==> config.mk <==
export PLATFORM = sky130hd
export DESIGN_NAME = msb_arbiter
export DESIGN_NICKNAME = d
export VERILOG_FILES = /design/src/rtl/msb_arbiter.sv
export SDC_FILE = /design/constraint.sdc
export NUM_CORES = 1
export LEC_CHECK = 0
export ABC_AREA = 1
export CAP_MARGIN = 20
export CORE_AREA = 2 2 148 150
export CTS_CLUSTER_SIZE = 24
export DETAILED_ROUTE_END_ITERATION = 8
export DIE_AREA = 0 0 150 152
export PLACE_DENSITY = 0.79
export SLEW_MARGIN = 10
export SYNTH_ARGS = -nofsm -noshare
export SYNTH_HDL_FRONTEND = slang
export SYNTH_SLANG_ARGS = --single-unit
export TNS_END_PERCENT = 20
==> constraint.sdc <==
create_clock -name clk -period 3.4 [get_ports clk]
set_input_delay 0.85 -clock clk [delete_from_list [all_inputs] [get_ports clk]]
set_output_delay 0.85 -clock clk [all_outputs]
set_load 0.05 [all_outputs]
==> src/rtl/msb_arbiter.sv <==
// Round-robin sharing of one pipelined MSB detector among NREQ requesters; a result returns
// DET_LAT+1 cycles after accept and waits in its slot until resp_ready (one word in flight per requester).
module msb_arbiter #(
  parameter int NREQ    = 4,
  parameter int DW_IN   = 64,
  parameter int DET_LAT = 2
) (
  input  logic                clk,
  input  logic                rst_n,
  input  logic [NREQ-1:0]     req_valid,
  input  logic [NREQ*DW_IN-1:0] req_data,
  output logic [NREQ-1:0]     req_ready,
  output logic [DW_IN-1:0]    det_data,
  input  logic [7:0]          det_pos,
  output logic [NREQ-1:0]     resp_valid,
  output logic [NREQ*8-1:0]   resp_pos,
  input  logic [NREQ-1:0]     resp_ready,
  output logic                busy
);
  localparam int IDW = $clog2(NREQ);
  localparam int NST = DET_LAT + 1;

  logic [IDW-1:0]          ptr_q, ptr_d;
  logic [DW_IN-1:0]        det_data_q, det_data_d;
  logic [NST-1:0]          tag_vld_q, tag_vld_d;
  logic [NST-1:0][IDW-1:0] tag_id_q, tag_id_d;
  logic [NREQ-1:0]         resp_valid_q, resp_valid_d;
  logic [NREQ*8-1:0]       resp_pos_q, resp_pos_d;
  logic                    busy_q, busy_d;

  logic [NREQ-1:0] in_flight;
  logic [NREQ-1:0] eligible;
  logic [NREQ-1:0] grant;
  logic [IDW-1:0]  grant_id;
  logic            accept;

  // Search order is ptr+1, ptr+2, ... so the last winner has lowest priority next time.
  always_comb begin
    in_flight = '0;
    for (int i = 0; i < NREQ; i++) begin
      for (int s = 0; s < NST; s++) begin
        if (tag_vld_q[s] && tag_id_q[s] == IDW'(i)) in_flight[i] = 1'b1;
      end
    end
    eligible = req_valid & ~in_flight & ~resp_valid_q;
    grant    = '0;
    grant_id = ptr_q;
    accept   = 1'b0;
    for (int k = 1; k <= NREQ; k++) begin
      for (int i = 0; i < NREQ; i++) begin
        if (rst_n && !accept && eligible[i] && ((int'(ptr_q) + k) % NREQ) == i) begin
          accept   = 1'b1;
          grant[i] = 1'b1;
          grant_id = IDW'(i);
        end
      end
    end
  end

  always_comb begin
    ptr_d      = accept ? grant_id : ptr_q;
    det_data_d = det_data_q;
    for (int i = 0; i < NREQ; i++) begin
      if (grant[i]) det_data_d = req_data[i*DW_IN +: DW_IN];
    end
    tag_vld_d = {tag_vld_q[NST-2:0], accept};
    tag_id_d  = {tag_id_q[NST-2:0], grant_id};

    // Capture and consume cannot hit the same slot: a requester with a tag in flight is never valid.
    resp_valid_d = resp_valid_q & ~resp_ready;
    resp_pos_d   = resp_pos_q;
    for (int i = 0; i < NREQ; i++) begin
      if (tag_vld_q[DET_LAT] && tag_id_q[DET_LAT] == IDW'(i)) begin
        resp_valid_d[i]      = 1'b1;
        resp_pos_d[i*8 +: 8] = det_pos;
      end
    end
    busy_d = (|tag_vld_d) | (|resp_valid_d);
  end

  always_ff @(posedge clk) begin
    if (!rst_n) begin
      ptr_q        <= IDW'(NREQ - 1);
      det_data_q   <= '0;
      tag_vld_q    <= '0;
      tag_id_q     <= '0;
      resp_valid_q <= '0;
      resp_pos_q   <= '0;
      busy_q       <= 1'b0;
    end else begin
      ptr_q        <= ptr_d;
      det_data_q   <= det_data_d;
      tag_vld_q    <= tag_vld_d;
      tag_id_q     <= tag_id_d;
      resp_valid_q <= resp_valid_d;
      resp_pos_q   <= resp_pos_d;
      busy_q       <= busy_d;
    end
  end

  assign req_ready  = grant;
  assign det_data   = det_data_q;
  assign resp_valid = resp_valid_q;
  assign resp_pos   = resp_pos_q;
  assign busy       = busy_q;

endmodule

==> Word level (Yosys, flattened, before mapping) <==
Index checks and enable logic that the tools add are counted.
{ "word_totals": {"wordCells": 203, "output_inout_bits": 105, "inputBits": 274, "reg_bits": 112} }
{ "classes": {"mux": 67, "n_reduce_logical": 88, "addsub": 4, "n_bitwise": 11, "n_eq_ne": 21} }
{ "ops": {"columns": ["op", "n"], "rows": [
  ["64-bit 2-to-1 mux", 4],
  ["32-bit logical NOT", 4],
  ["1-bit logical AND", 59],
  ["1-bit 2-to-1 mux", 47],
  ["2-bit 2-to-1 mux", 16],
  ["3-bit equality test, second input constant", 8],
  ["1-bit logical NOT", 15],
  ["4-bit AND", 3],
  ["2-bit equality test, second input constant", 6],
  ["3-bit by 2-bit equality test with 1-bit output, second input constant", 4],
  ["4-bit NOT", 3],
  ["2-bit OR reduction", 4],
  ["2-bit by 1-bit equality test with 1-bit output, second input constant", 3],
  ["2-bit logical NOT", 3],
  ["2-bit by 1-bit adder with 2-bit output, second input constant", 2],
  ["2-bit adder, second input constant", 2],
  ["1-bit AND, first input constant", 4],
  ["4-bit nonzero test", 1],
  ["4-bit OR reduction", 1],
  ["3-bit OR reduction", 1],
  ["1-bit bitwise OR", 1]
]} }

==> Depth between registers and ports, before layout <==
Gate-level depths: netlist of run 1.
{ "logic_depth": {"word_depth": 88, "ltp_mapped": 20} }

==> Least setup slack after synthesis of run 1 <==
Ideal clock, no wire load.
{ "synth_timing": {"path_type": "input to output", "startpoint": "input port rst_n", "endpoint": "output port req_ready[2]", "arrival_ns": 2.596, "setup_slack_ns": -0.046, "path_buffers": 4, "t_required_ns": 2.550, "stages": 13, "path_cell_list": "buf_2 inv_1 buf_2 nor2_1 nand2_1 nand4_2 nor2_4 nand4_2 nor2_4 nand4_1 nand2_1 buf_4 buf_2"} }
{ "synth_between": {"elab_chain_len": 73, "elab_cells_between_ends": 76, "cone_classes": "mux (18); reduce/logical (58)"} }
{ "synth_rtl": {"columns": ["element", "line", "text"], "rows": [
  ["from (decl)", "9", "input logic rst_n,"],
  ["1-bit logical AND (2 in a row)", "51", "if (rst_n && !accept && eligible[i] && ((int'(ptr_q) + k) % NREQ) == i) begin"],
  ["1-bit 2-to-1 mux", "51", null],
  ["1-bit logical NOT", "51", null],
  ["1-bit logical AND (3 in a row)", "51", null],
  ["1-bit 2-to-1 mux", "51", null],
  ["1-bit logical NOT", "51", null],
  ["1-bit logical AND (3 in a row)", "51", null],
  ["1-bit 2-to-1 mux", "51", null],
  ["[... 46 more ...]", null, null],
  ["1-bit logical AND (3 in a row)", "51", null],
  ["1-bit 2-to-1 mux", "51", null],
  ["1-bit logical NOT", "51", null],
  ["1-bit logical AND (3 in a row)", "51", null],
  ["1-bit 2-to-1 mux", "51", null],
  ["1-bit logical NOT", "51", null],
  ["1-bit logical AND (3 in a row)", "51", null],
  ["1-bit 2-to-1 mux (*)", "51", null],
  ["to (decl)", "12", "output logic [NREQ-1:0] req_ready,"]
]} }
Mark *: on every way between the ends. The rest lies on a longest branch, timed or not.

==> Worst setup path in the final report of run 1 <==
{ "layout_timing": {"startpoint": "input port req_valid[2]", "endpoint": "output port req_ready[2]"} }
{ "layout_between": {"elab_chain_len": 65, "elab_cells_between_ends": 68, "cone_classes": "mux (16); bitwise (2); reduce/logical (50)"} }
{ "layout_rtl": {"columns": ["element", "line", "text"], "rows": [
  ["from (decl)", "10", "input logic [NREQ-1:0] req_valid,"],
  ["4-bit AND (*) (2 in a row)", "45", "eligible = req_valid & ~in_flight & ~resp_valid_q;"],
  ["1-bit logical AND (2 in a row)", "51", null],
  ["1-bit 2-to-1 mux", "51", null],
  ["1-bit logical NOT", "51", null],
  ["1-bit logical AND (3 in a row)", "51", null],
  ["1-bit 2-to-1 mux", "51", null],
  ["1-bit logical NOT", "51", null],
  ["1-bit logical AND (3 in a row)", "51", null],
  ["[... 37 more ...]", null, null],
  ["1-bit logical AND (3 in a row)", "51", null],
  ["1-bit 2-to-1 mux", "51", null],
  ["1-bit logical NOT", "51", null],
  ["1-bit logical AND (3 in a row)", "51", null],
  ["1-bit 2-to-1 mux", "51", null],
  ["1-bit logical NOT", "51", null],
  ["1-bit logical AND (3 in a row)", "51", null],
  ["1-bit 2-to-1 mux (*)", "51", null]
]} }
Marks and branches as above.

==> impl_metrics.yaml, run 1 <==
critical_path:
  cp_data_arrival_time_ps: 2510
  worstSetupPathType: "in2out"
  crit_required_ps: 2550
  crit_path_end_kind: "primary output"
  crit_fanout: 3
  cp-start-kind: "input pin"
timing:
  worst_slew_pin_slew_ps: 647
  hold_viol: 0
  maxSlewViolCount: 0
  rsz0062_at_grt: "yes"
  finalCritPeriodShare_pct: 99.0
  max_freq_mhz: 297
  fin_skew_ps: 8.98
  fin_crit_ps: 3360
  timing.slew.headroom_pct: 56.9
  finalSetupViolCount: 0
  fin_hold_ws_ps: 448
synth:
  yosys-top-cells-area: "dfxtp_1 32%, nand2_1 16%, nand3_1 15%"
  netlist_instances: 1212
  avgSynthCellArea_um2: 5.81
  yosysTopAreaCell: "dfxtp_1"
  synth_cell_types: 26
  synth_area_um2: 7050
  seq_area_frac_synth_pct: 31.8
  synth_top_area_share_pct: 31.8
  yosys_warnings: 0
  yosys_register_bits: 112
  syn-num-nets: 1486
placed_design:
  hpwl_um: 19800
  port_buffers: 378
  gp_congestion: 0.939
  numPlacedInstances: 1839
run_status:
  status: "completed"
run:
  drv_cap: 0
clock_tree:
  clkTransAtPathRegs_ps: 90
  cts_made_buffers: 9
  clockRootBuffer: "clkbuf_16"
  cts_sinks: 112
  cts_buffer_depth: 2
  ctsHoldBuffers: 0
  cts_tree: "yes"
  cts_max_level: 3
  clock_latency_ps: 360
power_and_ir_drop:
  p_leak_nw: 5.31
  ir_drop_mv: 0.374
  power_density_nw_per_um2: 812
global_route:
  groute.usage.overall_pct: 22.7
  antenna_found_initial: 0
  grt_max_degree: 76
  grt-ovfl-total: 0
  grt_pass1_wl_um: 41800
  grt_pass1_vias: 8235
min_path:
  worstHoldPathType: "reg2reg"
cells_and_area:
  num_antenna_cells: 0
  layout.nets: 1867
  area_growth_pct: 68.9
  instances_no_fill: 1878
  drive_gt1_share_pct: 8.95
floorplan:
  core_um2: 21400
  die_height_um: 152
  die-area_um2: 22800
  pin_count: 379
  start_util_pct: 33.0
  die_w_um: 150
  core.rowCount: 54
route:
  drt.antenna.violating_nets: 0
  drc: 0
  dr_total_vias: 8877
  viasPerCell: 4.73
  routedWlPerCell_um: 14.6
  totalWireLength_um: 27400
  drtIter0Drc: 375
  drt-pass1-iter-count: 5
==> registers in the layout, summed over array words and instances (netlist names) <==
register    flops
ptr_q           2
tag_id_d        4
tag_id_q        2
resp_valid      4
busy            1
resp_pos       32
tag_vld_q       3
det_data       64
==> cells by family (layout without fill, tap and decap cells) <==
kind of cell	after synthesis	count (layout)	synth area share [%]
flip-flops	112	112	31.8
buffers and inverters	266	652	16.1
AND/OR/NAND/NOR	712	712	43.2
AO/OA/AOI/OAI	122	122	8.86
==> worst max-delay path: stages <==
cell and delay [ps]:
clkdlybuf4s15_1 180, nand2_2 70, buf_4 130, nor3_1 260, nand2_1 170, nand4_4 140
nor2_4 50, buf_4 130, nand4_1 90, o211ai_1 120, inv_1 110, nand2_4 60
buf_12 150
==> synthesized netlist by cell type <==
cell type / n
o21ai_1: 1
buf_6: 2
o211ai_1: 3
nand2_1: 292
nand2_2: 1
nand4_1: 3
nor2_4: 3
buf_2: 35
inv_2: 5
inv_1: 180
nor2_1: 188
nand3_1: 208
a21oi_1: 82
nor4_1: 1
o21bai_2: 1
nand4_2: 3
clkbuf_1: 17
clkinv_1: 2
nor3_1: 4
dfxtp_1: 112
buf_4: 21
buf_1: 4
or2_2: 1
o21ai_0: 35
nor2_2: 2
nand3_2: 6
==> path summary, 6_finish.rpt <==
| kind | startpoint | end | slack [ps] | depth (start not counted) |
|---|---|---|---|---|
| hold / removal | resp_pos[16] | resp_pos[16] | 450 | 2 |
| setup reg to reg | tag_id_d[2] | ptr_q[0] | 290 | 27 |
| setup / recovery | req_valid[2] | req_ready[2] | 40 | 13 |
| hold reg to reg | resp_pos[16] | resp_pos[16] | 450 | 2 |
==> repair_timing <==
action,CTS,global route
pin swaps,14,12
endpoints found under the setup margin,4,6
setup buffers,21,3
resized for setup,20,27
==> area by class of cell <==
type | count | area, um^2
Inverter | 187 | 702
Fill cell | 2007 | 9450
Multi-Input combinational cell | 834 | 3790
Sequential cell | 112 | 2250
Timing Repair Buffer | 449 | 4500
Clock buffer | 9 | 225
Tap cell | 280 | 350
Clock inverter | 7 | 88.8
==> per-stage QoR <==
| step | util, % | power [W] | area, um^2 | setup TNS (ps) | setup slack, ps |
|---|---|---|---|---|---|
| after global routing | 55.8 | 0.0104 | 11900 | -51.1 | -46.5 |
| final | 55.8 | 0.00966 | 11900 | 0 | 35.5 |
| after CTS | 55.3 | 0.00969 | 11800 | 0 | 0.566 |
| after global placement | 52.9 | 0.00832 | 11300 | -393 | -141 |
| after detailed placement | 52.9 | 0.00844 | 11300 | -2820 | -201 |
| after floorplan | - | 0.00627 | 7050 | -2.25 | -2.25 |
==> metal layers <==
layer / up-vias / track usage, % / share of wire (%)
li1: 4508 / - / -
met1: 3991 / 26.8 / 40
met2: 317 / 39.9 / 49
met3: 61 / 4.80 / 7.6
met4: 0 / 8.98 / 3.4
met5: - / 0 / 0
==> cells in the final DEF, fill, tap and decap left out, types with 15 or more instances in the layout <==
master           netlist  layout
a21oi_1               82      82
buf_12                 0      15
buf_4                 21      59
clkdlybuf4s50_1        0     369
dfxtp_1              112     109
inv_1                180     177
nand2_1              292     284
nand3_1              208     204
nor2_1               188     180
o21ai_0               35      34
==> power by group <==
part / total [W] / switching [W] / internal, W
logic: 0.00664 / 0.00412 / 0.00253
clock network: 0.00111 / 0.000576 / 0.000537
registers: 0.00191 / 0.000218 / 0.00169
total: 0.00966 / 0.00491 / 0.00475
(Power assumes the default switching activity.)
==> run 2, diff against run 1 <==
==> constraint.sdc (replaced) <==
create_clock -name clk -period 2.7 [get_ports clk]
set_input_delay 0.675 -clock clk [delete_from_list [all_inputs] [get_ports clk]]
set_output_delay 0.675 -clock clk [all_outputs]
set_load 0.05 [all_outputs]
==> impl_metrics.yaml, run 2 (same netlist as run 1, synthesis figures left out) <==
power_and_ir_drop:
  sequentialPowerShare_pct: 18.9
  p_sw_w: 0.00641
  power_density_nw_per_um2: 1040
  pwr-share-comb_pct: 69.4
  power.share.switching_pct: 50.3
  pwr-share-clk_pct: 11.6
  ir_drop_mv: 0.461
  power.internal_w: 0.00632
  p_leak_nw: 5.47
run:
  drv_cap: 0
route:
  drtIter0Drc: 549
  drc: 0
  routedWlPerCell_um: 15.4
  drt-pass1-iter-count: 5
  dr_total_vias: 9059
  drt.antenna.violating_nets: 0
  totalWireLength_um: 29300
  viasPerCell: 4.77
global_route:
  grt_pass1_vias: 8321
  antenna_found_initial: 1
  grt-ovfl-total: 0
  grt_max_degree: 76
  grt_pass1_wl_um: 44100
  groute.usage.overall_pct: 24.3
floorplan:
  die_w_um: 150
  core.rowCount: 54
  core_um2: 21400
  die-area_um2: 22800
  pin_count: 379
  die_height_um: 152
  start_util_pct: 33.0
critical_path:
  cp-start-kind: "input pin"
  worstSetupPathType: "in2out"
  crit_fanout: 4
  crit_path_end_kind: "primary output"
  crit_required_ps: 2030
  cp_data_arrival_time_ps: 2270
timing:
  maxSlewViolCount: 0
  fin_hold_ws_ps: 448
  fin_ws_ps: -248
  fin_crit_ps: 2950
  finalCritPeriodShare_pct: 109
  fin_skew_ps: 10.2
  timing.slew.headroom_pct: 49.1
  max_freq_mhz: 339
  rsz0062_at_grt: "yes"
  finalSetupViolCount: 4
  worst_slew_pin_slew_ps: 763
  tns_ps: -961
  hold_viol: 0
clock_tree:
  cts_tree: "yes"
  clkTransAtPathRegs_ps: 90
  cts_made_buffers: 9
  cts_buffer_depth: 2
  cts_max_level: 3
  ctsHoldBuffers: 0
  clock_latency_ps: 360
  cts_sinks: 112
  clockRootBuffer: "clkbuf_16"
placed_design:
  port_buffers: 378
  hpwl_um: 21700
  gp_congestion: 0.944
cells_and_area:
  largest_reg_flops: 64
  final_common_cell: "clkdlybuf4s50_1"
  area_growth_pct: 74.1
  layout.nets: 1888
  drive_gt1_share_pct: 11.5
  final_cell_mix: "369 x clkdlybuf4s50_1, 282 x nand2_1, 204 x nand3_1"
min_path:
  worstHoldPathType: "reg2reg"
run_status:
  failed_checks: "setup timing"
  status: "finished, violations left"
## run 2: cell types whose count changed in the layout (fill, tap and decap cells not counted), sizes merged
| cell | delta |
|---|---|
| clkdlybuf4s15 | +1 |
| buf | +19 |
| clkinv | -1 |
| clkbuf | +1 |
| inv | +1 |
| diode | +1 |
## run 2: worst max-delay path, cell delays in order
cell and delay (ps):
clkdlybuf4s15_1 210, nand3_2 90, nor2_2 50, nand3_2 80, nand3_2 90, nor2_4 120, nand4_4 100, nor2_4 140
nand4_4 100, nor2_4 160, buf_4 130, nand2_1 60, nand3_2 110, buf_12 150
## run 2: what timing repair did
action | CTS | global route
resized for setup | 41 | 33
pin swaps | 20 | 10
endpoints found under the setup margin | 70 | 70
cloned | 0 | 1
setup buffers | 21 | 3
## run 2: per-layer routing
layer	wire length (um)	track usage (%)	vias up
li1	-	-	4560
met1	11900	29.4	4111
met2	14700	43.0	341
met3	2060	4.47	47
met4	725	8.09	0
met5	0	0	-
## run 2: path summary, 6_finish.rpt
kind / startpoint / endpoint / slack (ps) / depth (start not counted)
hold / removal: resp_pos[22] / resp_pos[22] / 450 / 2
setup / recovery: req_valid[0] / req_ready[0] / -250 / 14
hold reg to reg: resp_pos[22] / resp_pos[22] / 450 / 2
setup reg to reg: tag_id_q[4] / det_data[46] / 70 / 17
## run 2: stage by stage
stage	std cells	cell area (um^2)	total power (W)	util (%)	worst slack [ps]
after global routing	1900	12300	0.0137	57.4	-416
after detailed placement	1858	11500	0.0109	54.1	-607
after global placement	1858	11500	0.0108	54.1	-583
after floorplan	1212	7130	0.00800	-	-169
final	1900	12300	0.0127	57.4	-248
after CTS	1895	12100	0.0126	56.8	-334
## run 2: final cells by class
class	instances	area (um^2)
inverter	187	706
fill	1992	9080
multi-input combinational	834	3840
tap	280	350
clock inverter	7	103
antenna	1	2.50
timing repair buffer	470	4780
clock buffer	9	225
sequential	112	2260
## run 2: power by group through the flow
stage,clock network [W],registers [W],logic (W)
final,0.00148,0.00241,0.00884
after global routing,0.00159,0.00246,0.00967
after global placement,0,0.00241,0.00839
after floorplan,0,0.00374,0.00426
after CTS,0.00153,0.00240,0.00869
after detailed placement,0,0.00242,0.00850
